## src/rtl/mem_port_arbiter.sv

```systemverilog
// mem_port_arbiter
//   Shares one von Neumann memory port between two requesters with fair
//   round-robin arbitration. A granted request is latched, the memory access
//   is sequenced (including a fixed read latency), and a one-cycle
//   acknowledge is returned together with the read data.
//
// Ports
//   clk, rst          system clock, synchronous active-high reset
//   ena               global enable; 0 freezes all state
//   req0/addr0/wr_data0/wr_ena0/ack0/rd_data0   requester 0 (CPU)
//   req1/addr1/wr_data1/wr_ena1/ack1/rd_data1   requester 1 (loader/DMA/debug)
//   mem_addr, mem_wr_data, mem_wr_ena           memory request side
//   mem_rd_data                                 memory read data
//
// Handshake: a requester raises reqX with addrX/wr_dataX/wr_enaX and keeps
// req high until it samples ackX=1, then drops req in the following cycle.
// The request is sampled only in IDLE; a req still high in the IDLE cycle
// after DONE starts a new transaction. Dropping req after the grant does not
// cancel the transaction. rd_dataX is valid while ackX=1 and holds until the
// next read of that port completes.

module mem_port_arbiter #(
   parameter int N            = 32,
   parameter int READ_LATENCY = 1
) (
   input  logic         clk,
   input  logic         rst,
   input  logic         ena,
   input  logic         req0,
   input  logic [N-1:0] addr0,
   input  logic [N-1:0] wr_data0,
   input  logic         wr_ena0,
   output logic         ack0,
   output logic [N-1:0] rd_data0,
   input  logic         req1,
   input  logic [N-1:0] addr1,
   input  logic [N-1:0] wr_data1,
   input  logic         wr_ena1,
   output logic         ack1,
   output logic [N-1:0] rd_data1,
   output logic [N-1:0] mem_addr,
   output logic [N-1:0] mem_wr_data,
   output logic         mem_wr_ena,
   input  logic [N-1:0] mem_rd_data
);

   typedef enum logic [1:0] {
      IDLE   = 2'd0,
      ACCESS = 2'd1,
      WAIT   = 2'd2,
      DONE   = 2'd3
   } state_t;

   localparam logic [2:0] LAT = 3'(READ_LATENCY);

   state_t       state_q, state_d;
   logic         gnt_q;          // port owning the current transaction
   logic         last_grant_q;   // port granted most recently
   logic         we_q;
   logic [N-1:0] addr_q;
   logic [N-1:0] wdata_q;
   logic [2:0]   cnt_q, cnt_d;
   logic [N-1:0] rd_data0_q, rd_data1_q;

   logic         take_grant;
   logic         grant_sel;
   logic         capture;
   logic         wr_strobe;
   logic         ack0_c, ack1_c;

   // Next-state and decode
   always_comb begin
      state_d    = state_q;
      cnt_d      = cnt_q;
      take_grant = 1'b0;
      grant_sel  = 1'b0;
      capture    = 1'b0;
      wr_strobe  = 1'b0;
      ack0_c     = 1'b0;
      ack1_c     = 1'b0;
      case (state_q)
         IDLE: begin
            if (req0 || req1) begin
               take_grant = 1'b1;
               // On a tie the port that was not served last wins.
               if (req0 && req1) grant_sel = ~last_grant_q;
               else              grant_sel = req1;
               state_d = ACCESS;
            end
         end
         ACCESS: begin
            if (we_q) begin
               wr_strobe = 1'b1;
               state_d   = DONE;
            end else begin
               cnt_d   = 3'd1;
               state_d = WAIT;
            end
         end
         WAIT: begin
            if (cnt_q == LAT) begin
               capture = 1'b1;
               state_d = DONE;
            end else begin
               cnt_d = cnt_q + 3'd1;
            end
         end
         DONE: begin
            ack0_c  = ~gnt_q;
            ack1_c  = gnt_q;
            state_d = IDLE;
         end
         default: begin
            state_d = IDLE;
         end
      endcase
   end

   // State and datapath registers
   always_ff @(posedge clk) begin
      if (rst) begin
         state_q      <= IDLE;
         gnt_q        <= 1'b0;
         last_grant_q <= 1'b1;
         we_q         <= 1'b0;
         addr_q       <= '0;
         wdata_q      <= '0;
         cnt_q        <= 3'd0;
         rd_data0_q   <= '0;
         rd_data1_q   <= '0;
      end else if (ena) begin
         state_q <= state_d;
         cnt_q   <= cnt_d;
         if (take_grant) begin
            gnt_q        <= grant_sel;
            last_grant_q <= grant_sel;
            we_q         <= grant_sel ? wr_ena1  : wr_ena0;
            addr_q       <= grant_sel ? addr1    : addr0;
            wdata_q      <= grant_sel ? wr_data1 : wr_data0;
         end
         if (capture) begin
            if (gnt_q) rd_data1_q <= mem_rd_data;
            else       rd_data0_q <= mem_rd_data;
         end
      end
   end

   // The latched request registers drive the memory port directly, so the
   // address/data hold their last value in IDLE and DONE.
   assign mem_addr    = addr_q;
   assign mem_wr_data = wdata_q;
   // Strobe is gated by ena so a frozen ACCESS never writes twice.
   assign mem_wr_ena  = wr_strobe & ena;
   // Acks decode from state, so a frozen DONE keeps ack asserted.
   assign ack0        = ack0_c;
   assign ack1        = ack1_c;
   assign rd_data0    = rd_data0_q;
   assign rd_data1    = rd_data1_q;

endmodule
```

## config.mk

```make
export PLATFORM = sky130hd
export DESIGN_NAME = mem_port_arbiter
export DESIGN_NICKNAME = d
export VERILOG_FILES = /design/src/rtl/mem_port_arbiter.sv
export SDC_FILE = /design/constraint.sdc
export NUM_CORES = 1
export LEC_CHECK = 0
export CORE_MARGIN = 2
export CORE_UTILIZATION = 35
export DETAILED_ROUTE_END_ITERATION = 7
export PLACE_DENSITY = 0.71
export SLEW_MARGIN = 20
export SYNTH_ARGS = -nofsm -noshare
export SYNTH_HDL_FRONTEND = slang
export SYNTH_SLANG_ARGS = --single-unit
```

## constraint.sdc

```tcl
create_clock -name clk -period 2.7 [get_ports clk]
set_clock_uncertainty 0.15 [all_clocks]
set_input_delay 0.405 -clock clk [delete_from_list [all_inputs] [get_ports clk]]
set_output_delay 0.405 -clock clk [all_outputs]
set_load 0.01 [all_outputs]
```

==> metrics.txt <==
delay of the slowest critical-path stage 570 ps; wire per inst ~17 um; Tightest Hold Check Type input pin to flop; Tmin final 2400 ps; crit path buf inv count 1; ANT cells 0; Slew Limit Fails 0; drt total wl a little over 20,000 um; Syn-to-layout area delta 60.1%; global route overflow 0; RSZ-0062 raised after global routing no; vias in the first global route around 6,200; clock latency on the worst-skew pair 410 ps; Top FF cell, synth dfxtp_1; crit end category primary output; Power per Cell Area 612 mW/mm2; maximum VDD drop 0.405 mV; Core Footprint 0.0167 mm2; Longest Clk Path Bufs 2; syn_nets approximately 900; setup_tns 0 ps; Post CTS Setup Buffer Count 0; Filler Cells Inserted 1,532; H-tree depth 4; worst hold start rst; reported leakage power 0.00325 uW; critical path type flop to primary output; largest cells by area after synthesis dfxtp_1, o21ai_0, nand3_1, a31oi_1, a21oi_1; area of the die 0.0183 mm2; Worst R2R End rd_data0[29]; NumNets Final around 1,200; GRT Resource Usage Total 0.215; Die Width 135 um; Fin. Hold Viols 0; fmax 417 MHz; fin cells 1,214; Worst-path clk slew 60 ps; Starting Density 0.360; Vias between 6,000 and 7,000; Ys Warns 0; Worst R2R Setup Slack just over 600 ps; FP Rows 47; first-pass GRT wire length 31,600 um; Critical Path AT 1840 ps; placed cell area about 0.009 mm2; cell count after synthesis 728; TritonRoute pass-1 iters 4; Root Buffer clkbuf_16; worst slew pin tran between 600 and 700 ps; top cell type's share of synthesized area 0.452; initial antenna violation count 0; Post-CTS Resized 0; remaining antenna violation count 0; R2R cell count 6; Max Cap Viol 0; Avg Synthesized Cell Area roughly 8.3 um2; final worst-path cycle share 0.887; Slew HR 0.569; synth unique cells 37; hold buffers post-CTS 0; DP Worst Slack 453 ps; final worst slack 304 ps; DRC Markers 0; number of flops mapped to enable cells by yosys 0; Tot Pwr roughly 5900 uW; cell family with most CP delay buffers and inverters; Syn Std Cell Area 0.00602 mm2; RR Startpoint state_q[0]; crit start category flop; sequential area share after synthesis 0.452; via/cell ratio 5.38; Finish-stage setup viols 0; 1st-iter DRT viols 431; I/O pins 298; Finished Cell Area 0.00963 mm2; layout cells sized above 1 0.0684; area of the multi-input gates approximately 0.0028 mm2; Yosys reg bits 136; status completed; HPWL Detailed 13,600 um; largest net degree at the start of global routing 87; post-synth top area cell dfxtp_1; Clock Sinks 136; Post-Place Cells roughly 1,200; die height 135 um; Worst EP required 2140 ps; Worst Hold Path Cells 2; IO buf count 297; worst-path cell chain ha_1, nor2b_1, clkdlybuf4s50_1; Num CTS Buffers 17; ys async rst share 0; Hold EP rd_data0[1]; gpl congestion between 0.7 and 0.8; CTS tree done; Crit-path slowest cell clkdlybuf4s50_1; CP max FO 4; Sequential Area 0.00272 mm2
[flip-flops by register name, indices dropped and copies added (netlist names)]
| name | count |
|---|---|
| mem_addr | 32 |
| mem_wr_data | 32 |
| rd_data0 | 32 |
| rd_data1 | 32 |
| cnt_q | 3 |
| state_q | 2 |
| gnt_q | 1 |
| last_grant_q | 1 |
| we_q | 1 |
[area by class of cell]
type	instances	share of cell area
inverter	6	0.00234
sequential	136	0.283
clock inverter	14	0.0179
clock buffer	18	0.0456
tap	220	0.0286
timing repair buffer	318	0.337
multi-input combinational	502	0.285
[logic make-up after synthesis]
logic type,Yosys count,synth area share
AOI/OAI and AO/OA,333,0.296
and+or+nand+nor,160,0.141
DFF,136,0.452
buffers and inverters,90,0.0919
adders and majority gates,7,0.0146
muxes,2,0.00353
[synthesized netlist by cell type (all sizes together) (2+ instances only)]
cell type,number
o32ai,2
clkbuf,42
nor2b,3
and2,4
dfxtp,136
nand4b,2
o21ai,195
a31oi,65
nand3,131
inv,6
a21oi,66
and4bb,2
o211ai,2
nand2,9
buf,42
ha,7
nor3b,2
[worst reg2reg max path: stages, from the launching register on]
cell      delay, ps
dfxtp_1         350
inv_1           130
ha_1            300
nand4b_2        400
buf_12          310
o21ai_0         190
a21oi_1          90
[report_power, final]
part / switching, uW / internal (uW)
clock network: 924 / 1480
logic: 615 / 642
registers: 84.0 / 2150
total: 1620 / 4270
[stage by stage]
step	hold WS [ps]	util
5_1_grt	236	0.577
3_5_place_dp	316	0.540
4_1_cts	214	0.577
3_3_place_gp	311	0.540
6_report	221	0.577
2_1_floorplan	316	-
[routing by layer]
metal,wire length (um),GRT usage
met1,8120,0.251
met2,9490,0.356
met3,1950,0.0833
met4,533,0.0862
met5,0,0
[how the worst max path moves through the flow]
stage | cells after the start | slack, ps | start | end
floorplan | 5 | 1030 | state_q[0] | cnt_q[2]
global placement | 3 | 530 | ena | mem_wr_ena
detailed placement | 5 | 450 | req1 | mem_addr[29]
CTS | 3 | 260 | state_q[1] | ack0
global route | 3 | 250 | state_q[1] | ack0
finish | 3 | 300 | state_q[0] | ack0
[cell usage in the layout (no fill, tap or decap), drive strengths merged, types with 8 or more instances in the layout]
| master | synthesis | final |
|---|---|---|
| clkdlybuf4s50 | 0 | 296 |
| nand3 | 131 | 131 |
| nand2 | 9 | 9 |
| a21oi | 66 | 66 |
| a31oi | 65 | 65 |
| o21ai | 195 | 195 |
| dfxtp | 136 | 136 |
| clkbuf | 42 | 18 |
| inv | 6 | 8 |
| buf | 42 | 22 |
Note: power is estimated with default switching activity, not from simulation.
